File: config.mk
export PLATFORM = sky130hd
export DESIGN_NAME = regfile_access_ctrl
export DESIGN_NICKNAME = d
export VERILOG_FILES = /design/src/rtl/regfile_access_ctrl.sv
export SDC_FILE = /design/constraint.sdc
export NUM_CORES = 1
export LEC_CHECK = 0
export ABC_CLOCK_PERIOD_IN_PS = 15400
export CAP_MARGIN = 40
export CORE_UTILIZATION = 40
export DETAILED_ROUTE_END_ITERATION = 8
export PLACE_DENSITY = 0.89
export SKIP_CTS_REPAIR_TIMING = 1
export SYNTH_ARGS = -nofsm -noshare
export SYNTH_HDL_FRONTEND = slang
export SYNTH_SLANG_ARGS = --single-unit
File: constraint.sdc
create_clock -name clk -period 15.4 [get_ports clk]
set_input_delay 4.62 -clock clk [delete_from_list [all_inputs] [get_ports clk]]
set_output_delay 4.62 -clock clk [all_outputs]
set_load 0.01 [all_outputs]
File: src/rtl/regfile_access_ctrl.sv
// Register-file port sequencer: zero-clears every register after reset, then grants one
// read-pair or one write per cycle (writes first, read starvation guard, round-robin writers).
module regfile_access_ctrl #(
  parameter int STARVE_LIMIT = 4,
  parameter int NREGS        = 32
) (
  input  logic        clk,
  input  logic        rst,
  input  logic        rd_valid,
  output logic        rd_ready,
  input  logic [4:0]  rd_num_1,
  input  logic [4:0]  rd_num_2,
  output logic        rd_rvalid,
  output logic [31:0] rd_data_1,
  output logic [31:0] rd_data_2,
  input  logic        wa_valid,
  output logic        wa_ready,
  input  logic [4:0]  wa_num,
  input  logic [31:0] wa_val,
  input  logic        wl_valid,
  output logic        wl_ready,
  input  logic [4:0]  wl_num,
  input  logic [31:0] wl_val,
  output logic        rf_en,
  output logic        rf_op,
  output logic [4:0]  rf_reg_num_1,
  output logic [4:0]  rf_reg_num_2,
  output logic [4:0]  rf_reg_num,
  output logic [31:0] rf_val,
  input  logic [31:0] rf_rs_1,
  input  logic [31:0] rf_rs_2
);

  // state   | meaning
  // S_CLEAR | writing zero to registers 0..NREGS-1, no grants
  // S_RUN   | arbitrating one register-file operation per cycle
  typedef enum logic {S_CLEAR, S_RUN} state_t;

  localparam int CW = (NREGS > 1) ? $clog2(NREGS) : 1;
  localparam int SW = $clog2(STARVE_LIMIT + 1);

  state_t        r_state, w_state_nxt;
  logic [CW-1:0] r_clr_cnt, w_clr_cnt_nxt;
  logic [SW-1:0] r_starve, w_starve_nxt;
  logic          r_rr_wl, w_rr_wl_nxt;
  logic          r_rvalid;
  logic [4:0]    r_cap_num_1, r_cap_num_2;
  logic [31:0]   r_hold_1, r_hold_2;
  logic [31:0]   w_data_1, w_data_2;
  logic          w_any_wr, w_rd_win, w_wr_win, w_sel_wl;
  logic [4:0]    w_wr_num;
  logic [31:0]   w_wr_val;

  always_comb begin
    w_state_nxt   = r_state;
    w_clr_cnt_nxt = r_clr_cnt;
    w_starve_nxt  = r_starve;
    w_rr_wl_nxt   = r_rr_wl;
    w_any_wr      = wa_valid | wl_valid;
    w_rd_win      = 1'b0;
    w_wr_win      = 1'b0;
    w_sel_wl      = wl_valid && (!wa_valid || r_rr_wl);
    w_wr_num      = w_sel_wl ? wl_num : wa_num;
    w_wr_val      = w_sel_wl ? wl_val : wa_val;
    rd_ready      = 1'b0;
    wa_ready      = 1'b0;
    wl_ready      = 1'b0;
    rf_en         = 1'b0;
    rf_op         = 1'b0;
    rf_reg_num_1  = 5'd0;
    rf_reg_num_2  = 5'd0;
    rf_reg_num    = 5'd0;
    rf_val        = 32'd0;
    // Outputs are forced quiet while reset is held, even though the state already reads CLEAR.
    if (!rst) begin
      if (r_state == S_CLEAR) begin
        rf_en         = 1'b1;
        rf_op         = 1'b1;
        rf_reg_num    = 5'(r_clr_cnt);
        w_clr_cnt_nxt = r_clr_cnt + CW'(1);
        if (r_clr_cnt == CW'(NREGS - 1)) begin
          w_state_nxt   = S_RUN;
          w_clr_cnt_nxt = '0;
        end
      end else begin
        w_rd_win = rd_valid && (!w_any_wr || (r_starve == SW'(STARVE_LIMIT)));
        w_wr_win = w_any_wr && !w_rd_win;
        if (w_rd_win) begin
          rd_ready     = 1'b1;
          rf_en        = 1'b1;
          rf_reg_num_1 = rd_num_1;
          rf_reg_num_2 = rd_num_2;
        end else if (w_wr_win) begin
          wa_ready   = !w_sel_wl;
          wl_ready   = w_sel_wl;
          rf_op      = 1'b1;
          rf_reg_num = w_wr_num;
          rf_val     = w_wr_val;
          rf_en      = (w_wr_num != 5'd0);
          if (wa_valid && wl_valid) w_rr_wl_nxt = !r_rr_wl;
        end
        if (rd_valid && w_wr_win) begin
          if (r_starve != SW'(STARVE_LIMIT)) w_starve_nxt = r_starve + SW'(1);
        end else begin
          w_starve_nxt = '0;
        end
      end
    end
  end

  always_ff @(posedge clk or posedge rst) begin
    if (rst) begin
      r_state     <= S_CLEAR;
      r_clr_cnt   <= '0;
      r_starve    <= '0;
      r_rr_wl     <= 1'b0;
      r_rvalid    <= 1'b0;
      r_cap_num_1 <= 5'd0;
      r_cap_num_2 <= 5'd0;
      r_hold_1    <= 32'd0;
      r_hold_2    <= 32'd0;
    end else begin
      r_state   <= w_state_nxt;
      r_clr_cnt <= w_clr_cnt_nxt;
      r_starve  <= w_starve_nxt;
      r_rr_wl   <= w_rr_wl_nxt;
      r_rvalid  <= w_rd_win;
      if (w_rd_win) begin
        r_cap_num_1 <= rd_num_1;
        r_cap_num_2 <= rd_num_2;
      end
      if (r_rvalid) begin
        r_hold_1 <= w_data_1;
        r_hold_2 <= w_data_2;
      end
    end
  end

  // Read data arrives from the register file in the response cycle; it is held afterwards.
  assign w_data_1  = (r_cap_num_1 == 5'd0) ? 32'd0 : rf_rs_1;
  assign w_data_2  = (r_cap_num_2 == 5'd0) ? 32'd0 : rf_rs_2;
  assign rd_rvalid = r_rvalid;
  assign rd_data_1 = r_rvalid ? w_data_1 : r_hold_1;
  assign rd_data_2 = r_rvalid ? w_data_2 : r_hold_2;

endmodule

## Yosys cells after proc, flatten, opt, wreduce, memory -nomap -nowiden

Cells that the tools add are included.

| storage, ports and cells | value |
|---|---|
| register bits after elaboration | 85 |
| bits of input ports | 153 |
| output and inout port bits | 117 |
| word-level logic and storage cells | 83 |

| cells by class | value |
|---|---|
| add/sub/neg operators | 2 |
| equal/unequal tests | 4 |
| muxes and demuxes | 46 |
| bitwise operators | 4 |
| reductions and logical operators | 18 |

Operators with widths:

| kind | number |
|---|---|
| two-way mux 32 bit | 9 |
| two-way mux 5 bit | 12 |
| two-way mux 1 bit | 23 |
| zero test 5 bit | 2 |
| two-way mux 3 bit | 2 |
| adder 5 x 1 -> 5 bit, second input constant | 1 |
| == test 5 bit, second input constant | 1 |
| logical AND 1 bit | 5 |
| zero test 1 bit | 5 |
| AND reduction 5 bit | 1 |
| nonzero test 5 bit | 1 |
| adder 3 x 1 -> 3 bit, second input constant | 1 |
| == test 3 bit, second input constant | 1 |
| != test 3 bit, second input constant | 1 |
| inverter 1 bit | 3 |
| AND reduction 3 bit | 1 |
| logical OR 1 bit | 2 |
| != test 2 x 1 -> 1 bit, second input constant | 1 |
| AND reduction 2 bit | 1 |
| OR 1 bit | 1 |

## Depth between registers and ports, before layout

| logic depth | value |
|---|---|
| word-level depth | 10 |
| mapped depth | 8 |
| depth with buffers taken out | 6 |

## Worst setup path after synthesis

Ideal clock, no wire load.

| timing path | value |
|---|---|
| path type | input to output |
| start point | input port rst |
| end point | output port rf_reg_num_1[0] |
| data arrival time | 7.290 ns |
| data required time | 10.780 ns |
| setup slack | 3.490 ns |
| cell stages on the path | 5 |
| buffers on the path | 1 |
| cell sequence | inv_1 -> nand2_1 -> nor2_2 -> buf_2 -> and2_1 |

| between the ends | value |
|---|---|
| longest elaborated chain between the ends | 1 |

Ends and longest elaborated chain:

| element | RTL line | RTL |
|---|---|---|
| from (decl) | 8 | `input logic rst,` |
| two-way mux 5 bit | 75 | `if (!rst) begin` |
| to (decl) | 26 | `output logic [4:0] rf_reg_num_1,` |

No other way between the ends.

## Final worst setup path

| timing path | value |
|---|---|
| start point | input port rst |
| end point | output port rf_reg_num_1[4] |

Same word-level chain as after synthesis.

==> summary.txt <==
Yosys top cell area share: 50.8%
WS Path Type: in2out
io pins: 270
final setup slack of the worst path: 3.37 ns
Die Span X: 104 um
DIE AREA: 10900 um^2
pre-CTS WS: 3.33 ns
warnings from Yosys: 0
final wirelength: 13700 um
DRC: 0
slew margin rel.: 52.9%
Critical Path Source: rst
dominant cells by area after synthesis: dfrtp_1 51%, o21ai_1 7.3%, nand2_1 6.8%, inv_1 6.5%, a22oi_1 5.7%
initial core utilization: 42.1%
Mapped Cells: 472
CTS sink cnt: 85
Buffers & Inverters on Critical Path: 6
simple-gate share of the synthesized area: 14.6%
Reg2Reg Setup Slack: 13.41 ns
Worst Hold Class: reg2reg
crit-path cells: clkdlybuf4s50_1 -> clkinv_2 -> buf_4 -> buf_12 -> nand2_1 -> nor2_2 -> buf_4 -> and2_1 -> clkdlybuf4s50_1
maxcap violations: 0
GRT met1 Usage: 27.0%
Final nets: 888
maximum clock rate: 83.1 MHz
number of synthesized flops with an enable pin: 0
Remaining Overflow, GRT: 0
Synth Flop Type: dfrtp_1
drt pass-1 iters: 4
largest family of logic cells by synthesized area: compound AO/OA/AOI/OAI gates
Worst R2R End: r_rr_wl
FF-to-FF Start: r_state
Top Usage Layer GRT: met2
number of global-route vias before repair: 4457
multi-input combinational cell area: 1620 um^2
site row count: 36
largest net degree at the start of global routing: 51
slowest stage delay, CP: 0.63 ns
XOR/XNOR Fraction of Synth Area: 0.209%
Synth Area in Compound Gates: 17.9%
core area: 9950 um^2
final setup fails: 0
clock skew: 0.00898 ns
Tot GR Track Use: 25.3%
Worst-path clk slew: 0.08 ns
clk buf depth: 2
design area: 7200 um^2
Routed Antenna Nets: 0
placed cell areas: 6980 um^2
VDD IR max: 0.0711 mV
setup_tns: 0 ns
Yosys top cell by area: dfrtp_1
final number of hold-violating endpoints: 0
P_leak: 0.00313 uW
FF-to-FF path depth: 5
post-synthesis sequential area ratio: 50.8%
register area: 2130 um^2
Final GP Congestion: 0.816
WL/cell: 15.7 um
Worst EP required: 10.78 ns
Iter 0 DRT Violations: 274
first-pass GRT wire length: 21700 um
Fillers: 723
H-tree depth: 3
Arr. time, crit path: 7.41 ns
hpwl dp: 10600 um
status: complete, no violations
share of cells above drive strength 1: 5.31%
Final Non-Filler Cells: 871
P&R area growth vs syn: 71.9%
Seq cells post-synth: 85
CTS Root Cell: clkbuf_8
max-slew violations: 0
placed cells: 853
Worst-Margin Slew: 0.706 ns
Synth Cell Area: 4190 um^2
CP delay by family, top: buffers and inverters
met3 Use GR: 4.95%
clock buffer count from CTS: 9
GR Util met2: 45.9%
CP startpoint kind: input port
hold path startpoint: r_rr_wl
fin crit share: 78.1%
count leader, synth: dfrtp_1
worst skew pair latency: 0.35 ns
synth unique cells: 36
Synth top cells by count: 85 x dfrtp_1, 76 x nand2_1, 73 x inv_1
via-per-instance ratio: 4.93
routed vias: 4297
RSZ-0062 raised after global routing: no
initial antenna violation count: 3
syn_area_per_cell: 8.87 um^2
Worst Path Max Fanout: 45
post-synthesis mux area share: 4.69%
minimum clock period: 12.03 ns
adder-cell share of the synthesized area: 1.20%
Total Power: 1060 uW
post-synthesis net count: 629
PortBufs: 269
hold-critical path depth: 1
FFs w/ async S/R, synth: 100%
Pwr Density: 148 nW/um^2
TritonCTS clock tree: done
Hold Crit Endpoint: r_rr_wl
Die Y-Extent: 104 um
crit end category: output port
Crit-path slowest cell: clkdlybuf4s50_1
## worst reg2reg max path, delay by kind of cell (launching register included)
kind	cells	cell delay (ns)
buffers and inverters	1	0.25
DFF	1	0.62
AOI/OAI and AO/OA	1	0.32
and+or+nand+nor	2	0.57
xor gates and xnor gates	1	0.16
## kinds of logic (layout without fill, tap and decap cells)
group,after synthesis,in the layout
other cells,0,3
mux,15,15
buf+inv,101,364
flops,85,85
simple gates,143,143
xor+xnor,1,1
fa+ha+maj,4,4
compound gates,123,123
## how the worst max path moves through the flow
| stage | end | slack (ns) | cells past startpoint |
|---|---|---|---|
| after CTS | rf_reg_num_1[4] | 3.30 | 9 |
| final | rf_reg_num_1[4] | 3.37 | 9 |
| after detailed placement | rf_reg_num_2[4] | 3.33 | 9 |
| after floorplan | rf_reg_num_1[0] | 3.49 | 5 |
| after global placement | rf_reg_num_2[2] | 3.29 | 8 |
| after global routing | rf_reg_num_1[0] | 3.08 | 9 |
## stage by stage
step / hold slack (ns) / utilization (%)
after CTS: 0.496 / 72.2
after global placement: 0.468 / 69.3
after global routing: 0.525 / 72.3
final: 0.496 / 72.3
after floorplan: 0.454 / -
after detailed placement: 0.481 / 70.1
## report_power, final
group,internal (uW),switching [uW],total (uW)
logic,290,239,529
registers,327,43.7,371
clock network,87.4,74.5,162
## layout make-up
class | instances | share of cell area (%)
flip-flops and latches | 85 | 29.6
multi-input cells | 286 | 22.5
inverters | 73 | 3.82
repair buffers | 276 | 38.8
well taps | 133 | 2.31
clock buffers | 12 | 2.29
clock inverters | 3 | 0.608
diodes | 3 | 0.104
## layout by cell type (no fill, tap or decap), types with 2 or more instances in the layout
| cell type | n |
|---|---|
| nor2_1 | 37 |
| nand3_1 | 4 |
| nand2_1 | 76 |
| diode_2 | 3 |
| ha_1 | 4 |
| mux2_4 | 9 |
| o21a_2 | 2 |
| a21oi_1 | 2 |
| clkbuf_8 | 12 |
| nand2b_1 | 2 |
| o22ai_1 | 2 |
| a21o_1 | 2 |
| clkinv_2 | 2 |
| inv_1 | 72 |
| buf_8 | 3 |
| clkdlybuf4s50_1 | 269 |
| buf_12 | 2 |
| and3_1 | 3 |
| and2_1 | 11 |
| dfrtp_1 | 84 |
| o32ai_1 | 5 |
| o21ai_0 | 13 |
| or4_1 | 3 |
| o21ai_1 | 60 |
| buf_4 | 2 |
| mux2i_1 | 5 |
| a22oi_1 | 32 |
## state kept, by name, summed over array words and instances, names as in the netlist
name	cells
r_cap_num_1	5
r_cap_num_2	5
r_clr_cnt	5
r_hold_1	32
r_hold_2	32
r_rr_wl	1
r_starve	3
r_state	1
rd_rvalid	1
## metal layers
metal | wire length, um | share of wire, %
met4 | 533 | 3.9
met5 | 0 | 0
met1 | 5280 | 39
met2 | 7100 | 52
met3 | 787 | 5.7
Note: power is estimated with default switching activity, not from simulation.
